## src/rtl/mul_iterative_radix_pkg.sv

```systemverilog
`default_nettype none
// ============================================================================
//  Module      : mul_pkg
//  Description : Shared types and helpers for the iterative RV32M/RV64M
//                multiplier (operation codes, FSM states, signedness).
//  Revision    : 1.0 - initial release
// ============================================================================
package mul_pkg;

  // Encoding matches funct3[1:0] of the RV M-extension multiply group.
  typedef enum logic [1:0] {
    MUL    = 2'b00,
    MULH   = 2'b01,
    MULHSU = 2'b10,
    MULHU  = 2'b11
  } mul_op_e;

  typedef enum logic [1:0] {
    IDLE = 2'b00,
    CALC = 2'b01,
    FIX  = 2'b10,
    DONE = 2'b11
  } mul_state_e;

  // rs1 is treated as signed for MULH and MULHSU.
  function automatic logic op_a_signed(input mul_op_e op);
    return (op == MULH) || (op == MULHSU);
  endfunction

  // rs2 is treated as signed only for MULH.
  function automatic logic op_b_signed(input mul_op_e op);
    return (op == MULH);
  endfunction

endpackage
`default_nettype wire

```

## src/rtl/mul_iterative_radix_if.sv

```systemverilog
`default_nettype none
// ============================================================================
//  Module      : mul_iterative_radix_if
//  Description : Request/response bundle between the execute stage and the
//                iterative multiplier.
//  Revision    : 1.0 - initial release
// ============================================================================
interface mul_iterative_radix_if
  import mul_pkg::*;
#(
  parameter int XLEN = 32
);

  logic            start_i;
  mul_op_e         op_i;
  logic [XLEN-1:0] a_i;
  logic [XLEN-1:0] b_i;
  logic            flush_i;
  logic            ready_o;
  logic            busy_o;
  logic            done_o;
  logic [XLEN-1:0] result_o;

  // Pipeline side: issues requests and consumes the result.
  modport master (
    output start_i, op_i, a_i, b_i, flush_i,
    input  ready_o, busy_o, done_o, result_o
  );

  // Multiplier side.
  modport slave (
    input  start_i, op_i, a_i, b_i, flush_i,
    output ready_o, busy_o, done_o, result_o
  );

endinterface
`default_nettype wire

```

## src/rtl/mul_iterative_radix_pp_step.sv

```systemverilog
`default_nettype none
// ============================================================================
//  Module      : mul_pp_step
//  Description : Combinational partial product for one iteration: the
//                multiplicand times a BITS_PER_CYCLE-wide multiplier digit,
//                placed at its bit position in the 2*XLEN accumulator.
//  Revision    : 1.0 - initial release
// ============================================================================
module mul_pp_step #(
  parameter int XLEN           = 32,
  parameter int BITS_PER_CYCLE = 2,
  parameter int SH_W           = $clog2(2*XLEN)
) (
  input  wire logic [XLEN-1:0]           mcand_i,
  input  wire logic [BITS_PER_CYCLE-1:0] bits_i,
  input  wire logic [SH_W-1:0]           shamt_i,
  output      logic [2*XLEN-1:0]         pp_o
);

  localparam int PW = 2*XLEN;

  logic [PW-1:0] w_ext_mcand;
  logic [PW-1:0] w_ext_bits;
  logic [PW-1:0] w_raw;

  // Operands are magnitudes, so zero extension is always correct here.
  assign w_ext_mcand = {{XLEN{1'b0}}, mcand_i};
  assign w_ext_bits  = {{(PW-BITS_PER_CYCLE){1'b0}}, bits_i};
  assign w_raw       = w_ext_mcand * w_ext_bits;
  assign pp_o        = w_raw << shamt_i;

endmodule
`default_nettype wire

```

## src/rtl/mul_iterative_radix.sv

```systemverilog
`default_nettype none
// ============================================================================
//  Module      : mul_iterative_radix
//  Description : Fixed-latency iterative multiplier (MUL/MULH/MULHSU/MULHU).
//                Works on operand magnitudes, retiring BITS_PER_CYCLE
//                multiplier bits per cycle, then applies the sign in one
//                fix-up cycle. Latency is XLEN/BITS_PER_CYCLE + 2 cycles.
//  Revision    : 1.0 - initial release
// ============================================================================
module mul_iterative_radix
  import mul_pkg::*;
#(
  parameter int XLEN           = 32,
  parameter int BITS_PER_CYCLE = 2
) (
  input wire logic             clk,
  input wire logic             rst,
  mul_iterative_radix_if.slave bus
);

  localparam int K     = XLEN / BITS_PER_CYCLE;
  localparam int CNT_W = $clog2(K);
  localparam int SH_W  = $clog2(2*XLEN);
  localparam logic [CNT_W-1:0] CNT_LAST = CNT_W'(K - 1);

  mul_state_e         state_q,  state_d;
  mul_op_e            op_q,     op_d;
  logic [XLEN-1:0]    mcand_q,  mcand_d;
  logic [XLEN-1:0]    mplier_q, mplier_d;
  logic               neg_q,    neg_d;
  logic [2*XLEN-1:0]  acc_q,    acc_d;
  logic [CNT_W-1:0]   cnt_q,    cnt_d;
  logic [XLEN-1:0]    result_q, result_d;

  logic               w_ready;
  logic               w_accept;
  logic               w_a_neg;
  logic               w_b_neg;
  logic [SH_W-1:0]    w_shamt;
  logic [2*XLEN-1:0]  w_pp;
  logic [2*XLEN-1:0]  w_prod;

  assign w_ready  = (state_q == IDLE) || (state_q == DONE);
  assign w_accept = bus.start_i && w_ready && !bus.flush_i;
  assign w_a_neg  = op_a_signed(bus.op_i) & bus.a_i[XLEN-1];
  assign w_b_neg  = op_b_signed(bus.op_i) & bus.b_i[XLEN-1];
  assign w_shamt  = SH_W'(cnt_q) * SH_W'(BITS_PER_CYCLE);
  assign w_prod   = neg_q ? -acc_q : acc_q;

  mul_pp_step #(
    .XLEN           (XLEN),
    .BITS_PER_CYCLE (BITS_PER_CYCLE),
    .SH_W           (SH_W)
  ) u_pp_step (
    .mcand_i (mcand_q),
    .bits_i  (mplier_q[BITS_PER_CYCLE-1:0]),
    .shamt_i (w_shamt),
    .pp_o    (w_pp)
  );

  // State and datapath registers; reset returns everything to zero at once.
  always_ff @(posedge clk or posedge rst) begin
    if (rst) begin
      state_q  <= IDLE;
      op_q     <= MUL;
      mcand_q  <= '0;
      mplier_q <= '0;
      neg_q    <= 1'b0;
      acc_q    <= '0;
      cnt_q    <= '0;
      result_q <= '0;
    end else begin
      state_q  <= state_d;
      op_q     <= op_d;
      mcand_q  <= mcand_d;
      mplier_q <= mplier_d;
      neg_q    <= neg_d;
      acc_q    <= acc_d;
      cnt_q    <= cnt_d;
      result_q <= result_d;
    end
  end

  // Next-state and datapath update; flush wins over everything, including
  // a start in the same cycle, and never touches the held result.
  always_comb begin
    state_d  = state_q;
    op_d     = op_q;
    mcand_d  = mcand_q;
    mplier_d = mplier_q;
    neg_d    = neg_q;
    acc_d    = acc_q;
    cnt_d    = cnt_q;
    result_d = result_q;

    if (bus.flush_i) begin
      state_d = IDLE;
    end else begin
      unique case (state_q)
        IDLE, DONE: begin
          if (w_accept) begin
            state_d  = CALC;
            op_d     = bus.op_i;
            // -(2^(XLEN-1)) wraps to itself, which is the correct magnitude.
            mcand_d  = w_a_neg ? -bus.a_i : bus.a_i;
            mplier_d = w_b_neg ? -bus.b_i : bus.b_i;
            neg_d    = w_a_neg ^ w_b_neg;
            acc_d    = '0;
            cnt_d    = '0;
          end else if (state_q == DONE) begin
            state_d = IDLE;
          end
        end
        CALC: begin
          acc_d    = acc_q + w_pp;
          mplier_d = mplier_q >> BITS_PER_CYCLE;
          cnt_d    = cnt_q + CNT_W'(1);
          if (cnt_q == CNT_LAST) begin
            state_d = FIX;
          end
        end
        FIX: begin
          result_d = (op_q == MUL) ? w_prod[XLEN-1:0] : w_prod[2*XLEN-1:XLEN];
          state_d  = DONE;
        end
        default: begin
          state_d = IDLE;
        end
      endcase
    end
  end

  assign bus.ready_o  = w_ready;
  assign bus.busy_o   = (state_q == CALC) || (state_q == FIX);
  assign bus.done_o   = (state_q == DONE);
  assign bus.result_o = result_q;

endmodule
`default_nettype wire

```

## src/flat_wrapper.sv

```systemverilog
// flat-port wrapper written by rule: the top's interface ports become plain ports
module mul_iterative_radix_flat import mul_pkg::*;
#(
  parameter int XLEN           = 32,
  parameter int BITS_PER_CYCLE = 2
)
  (clk, rst, bus_start_i, bus_op_i, bus_a_i, bus_b_i, bus_flush_i, bus_ready_o, bus_busy_o, bus_done_o, bus_result_o);
  mul_iterative_radix_if #(.XLEN(XLEN)) bus_i ();
  input wire logic clk;
  input wire logic rst;
  input wire logic [$bits(bus_i.start_i)-1:0] bus_start_i;
  input wire logic [$bits(bus_i.op_i)-1:0] bus_op_i;
  input wire logic [$bits(bus_i.a_i)-1:0] bus_a_i;
  input wire logic [$bits(bus_i.b_i)-1:0] bus_b_i;
  input wire logic [$bits(bus_i.flush_i)-1:0] bus_flush_i;
  output wire logic [$bits(bus_i.ready_o)-1:0] bus_ready_o;
  output wire logic [$bits(bus_i.busy_o)-1:0] bus_busy_o;
  output wire logic [$bits(bus_i.done_o)-1:0] bus_done_o;
  output wire logic [$bits(bus_i.result_o)-1:0] bus_result_o;
  assign bus_i.start_i = bus_start_i;
  assign bus_i.op_i = bus_op_i;
  assign bus_i.a_i = bus_a_i;
  assign bus_i.b_i = bus_b_i;
  assign bus_i.flush_i = bus_flush_i;
  assign bus_ready_o = bus_i.ready_o;
  assign bus_busy_o = bus_i.busy_o;
  assign bus_done_o = bus_i.done_o;
  assign bus_result_o = bus_i.result_o;
  mul_iterative_radix #(.XLEN(XLEN), .BITS_PER_CYCLE(BITS_PER_CYCLE)) u_core (.clk(clk), .rst(rst), .bus(bus_i));
endmodule
```

## config.mk

```make
export PLATFORM = sky130hd
export DESIGN_NAME = mul_iterative_radix_flat
export DESIGN_NICKNAME = d
export VERILOG_FILES = /design/src/rtl/mul_iterative_radix_pkg.sv /design/src/rtl/mul_iterative_radix_if.sv /design/src/rtl/mul_iterative_radix_pp_step.sv /design/src/rtl/mul_iterative_radix.sv /design/src/flat_wrapper.sv
export SDC_FILE = /design/constraint.sdc
export NUM_CORES = 1
export LEC_CHECK = 0
export BUFFER_PORTS_ARGS = -buffer_cell sky130_fd_sc_hd__buf_2
export CAP_MARGIN = 20
export CELL_PAD_IN_SITES_DETAIL_PLACEMENT = 0
export CELL_PAD_IN_SITES_GLOBAL_PLACEMENT = 1
export CORE_MARGIN = 3
export CORE_UTILIZATION = 42
export DETAILED_ROUTE_END_ITERATION = 16
export GPL_TIMING_DRIVEN = 1
export PLACE_DENSITY_LB_ADDON = 0.3
export SETUP_SLACK_MARGIN = 0.05
export SYNTH_ARGS = -nofsm -noshare
export SYNTH_HDL_FRONTEND = slang
export SYNTH_SLANG_ARGS = --single-unit
```

## constraint.sdc

```tcl
create_clock -name clk -period 5.5 [get_ports clk]
set_input_delay 1.375 -clock clk [delete_from_list [all_inputs] [get_ports clk]]
set_output_delay 1.375 -clock clk [all_outputs]
set_load 0.005 [all_outputs]
```

==> metrics.txt <==
Rows=74; via/cell ratio=approximately 6; DRT Pass-1 Iters=6; average wire per standard cell=about 20 µm; Worst Path Arrival=around 6.3 ns; max_cap viols=0; non-filler instance count after layout=between 3,000 and 4,000; Reg power frac=0.152; # IOs=approximately 110; DRT met1 WL=about 30,000 µm; die width=approximately 210 µm; synth-to-layout area growth=44.7%; DR iter-0 viols=roughly 1,700; Mapped Nets=between 2,000 and 3,000; NumNets Final=between 3,000 and 4,000; reg2reg setup slack=-0.41 ns; most common cell after layout, fill and taps aside=buf_4; startpoint types=flip-flop; worst skew pair latency=a little over 0.5 ns; RSZ-0062 raised after global routing=yes; CTS tree=done; Hold Buf Count CTS=0; Synth Warn #=0; die area=44,700 µm²; Final Hold Fails=0; Post-synth EDFFs=0; FILL cells=approximately 3,600; H-tree depth=4; Cell Area, Synth=~18,000 µm²; # setup viols final=30; clock group share of total power=0.087; post-synth cell types=77; first-pass GRT wire length=between 100,000 and 150,000 µm; Crit Path Class=flip-flop to flip-flop; crit path max fanout=6; Max IR drop VDD=0.337 mV; layout cells sized above 1=0.358; Yosys reg bits=around 170; Final Cell Area=between 20,000 and 30,000 µm²; core box area=between 40,000 and 50,000 µm²; diode count=0; sequential share of the synthesized area=0.239; vias in the first global route=roughly 19,000; final core utilization=0.621; failing checks=negative setup slack; Final Slew Violations=0; total wire length=68,900 µm; Tcrit/Tclk final=1.07; placed cell areas=22,000 µm²; Antenna Violating Nets Remaining=0; Synth Area per Inst=7.50 µm²; P_sw=approximately 6800 µW; Critical Path RT=about 6 ns; leading area contributor after synthesis=dfrtp_1; Clock Skew=~0.015 ns; area share of the leading cell type in the synthesized netlist=0.239; post-layout min period=between 5 and 6 ns; Root Driver=clkbuf_16; placed cells=approximately 3,300; Clock transition at path regs=0.07 ns; Leak=0.0114 µW; DRC viols=0; met2 wire len=between 30,000 and 40,000 µm; cts bufs inserted=17; Port Buf Inserts=104; Slew @ Worst Pin=approximately 1.0 ns; largest net degree at the start of global routing=around 110; pre-CTS WS=-1.27 ns; Highest Signal Layer=met4; status=complete, but fails checks; fin worst setup slack=-0.406 ns; Syn Inst Count=2,363; Clock Tree Buf Depth=2; Post-DP HPWL=just over 50,000 µm; via count=slightly above 20,000; WL met3=roughly 3400 µm; initial antenna violation count=0; Net Sw Frac=0.483; dominant cells by area after synthesis=dfrtp_1 24%, ha_1 7.7%, o21ai_0 7.2%, nand2_1 6.7%, a21oi_1 5.4%; Total GRT Usage=0.295; clock sinks=roughly 170; gpl congestion=roughly 1; async set or reset register ratio after synthesis=1.00; most frequent cells in the layout=506 x buf_4, 302 x nand2_1, 200 x o21ai_0; Worst setup EP type=flip-flop; P per Cell Area=549 nW/µm²; worst hold path type=flip-flop to flip-flop; Die Y=around 210 µm; Overflow after GRT=0; Relative slew margins=0.334; Cell Int Power=7280 µW; Max Clk Rate=0.169 GHz; Post-synth top flop=dfrtp_1; Initial Util=0.429; Comb power frac=0.761
[power groups by stage]
| stage | Sequential, µW | Combinational (µW) | Clock [µW] |
|---|---|---|---|
| floorplan | 1980 | 5350 | 0 |
| global placement | 2170 | 8730 | 0 |
| detailed placement | 2200 | 8880 | 0 |
| CTS | 2180 | 9480 | 1240 |
| global route | 2190 | 11500 | 1290 |
| finish | 2140 | 10700 | 1220 |
[final timing paths]
| path | cells after the start | endpoint | start |
|---|---|---|---|
| setup reg to reg | 27 | u_core.acc_q[62] | u_core.mplier_q[1] |
| setup / recovery | 27 | u_core.acc_q[62] | u_core.mplier_q[1] |
| hold reg to reg | 2 | u_core.bus.result_o[8] | u_core.bus.result_o[8] |
| max in group asynchronous | 3 | u_core.neg_q | rst |
| min in group asynchronous | 2 | u_core.acc_q[9] | rst |
| hold / removal | 2 | u_core.bus.result_o[8] | u_core.bus.result_o[8] |
[per-stage QoR]
step,setup TNS [ns],total power (µW),hold slack [ns]
final,-6.61,14100,0.470
after global routing,-11.97,15000,0.498
after CTS,-4.63,12900,0.474
after detailed placement,-20.51,11100,0.458
after global placement,-14.72,10900,0.453
after floorplan,-0.324,7330,0.450
[worst max-delay path: stages, from the launching register on]
cell	delay [ns]
dfrtp_2	0.47
buf_12	0.15
buf_16	0.13
and2_4	0.16
ha_4	0.23
buf_4	0.14
a21oi_2	0.17
o21ai_0	0.12
a221o_1	0.31
a21o_4	0.23
buf_4	0.14
o31ai_4	0.23
nand3_2	0.16
and2_1	0.21
a221o_1	0.40
a22o_1	0.27
ha_4	0.24
buf_4	0.16
a21oi_4	0.14
nor2_1	0.07
a311oi_2	0.24
o31ai_1	0.12
or3_1	0.35
o21ai_1	0.13
buf_4	0.16
o21ai_4	0.06
a221o_1	0.29
a221o_1	0.31
[cell families after synthesis]
kind of cell    after synthesis  share of synthesized area
compound gates              807                      0.287
mux                          43                     0.0323
buf+inv                     192                     0.0413
flops                       169                      0.239
simple gates                837                      0.221
xor+xnor                    204                      0.101
fa+ha+maj                   111                     0.0792
[area by class of cell]
class	count	area (µm²)	share of cell area
multi-input combinational	2002	15100	0.590
timing repair buffer	650	4850	0.189
tap	532	666	0.0260
clock inverter	12	114	0.00444
sequential	169	4230	0.165
inverter	50	195	0.00761
clock buffer	20	447	0.0174
[what timing repair did]
| item | in CTS | in global routing |
|---|---|---|
| pin swaps | 67 | 123 |
| setup endpoints to repair | 42 | 44 |
| gates resized for setup | 220 | 268 |
| buffers inserted | 33 | 39 |
| gates cloned | 2 | 1 |
[sequential cells by signal, summed over array words and instances (netlist names)]
| signal | cells |
|---|---|
| u_core.op_q | 2 |
| u_core.cnt_q | 4 |
| u_core.bus.result_o | 32 |
| u_core.acc_q | 64 |
| u_core.neg_q | 1 |
| u_core.mplier_q | 32 |
| u_core.state_q | 2 |
| u_core.mcand_q | 32 |
[metal layers]
layer,vias to the layer above,global-route usage
met5,-,0
li1,9701,-
met2,612,0.491
met4,0,0.124
met3,143,0.0451
met1,9756,0.383
[Yosys cell counts, types with 18 or more instances]
| cell type | instances |
|---|---|
| nor4_1 | 21 |
| a21o_1 | 49 |
| nand3_1 | 43 |
| mux2i_1 | 19 |
| and2_1 | 82 |
| o21ai_0 | 254 |
| xor2_1 | 107 |
| a31oi_1 | 22 |
| ha_1 | 109 |
| nand2_1 | 316 |
| clkbuf_1 | 134 |
| a22oi_1 | 18 |
| o31ai_1 | 50 |
| nor2_1 | 196 |
| dfrtp_1 | 169 |
| nand4_1 | 24 |
| o22ai_1 | 36 |
| xnor2_1 | 97 |
| or3_1 | 21 |
| a21oi_1 | 190 |
| inv_1 | 47 |
| nor3_1 | 51 |
| o211ai_1 | 19 |
Power figures use the tool's default switching activity.
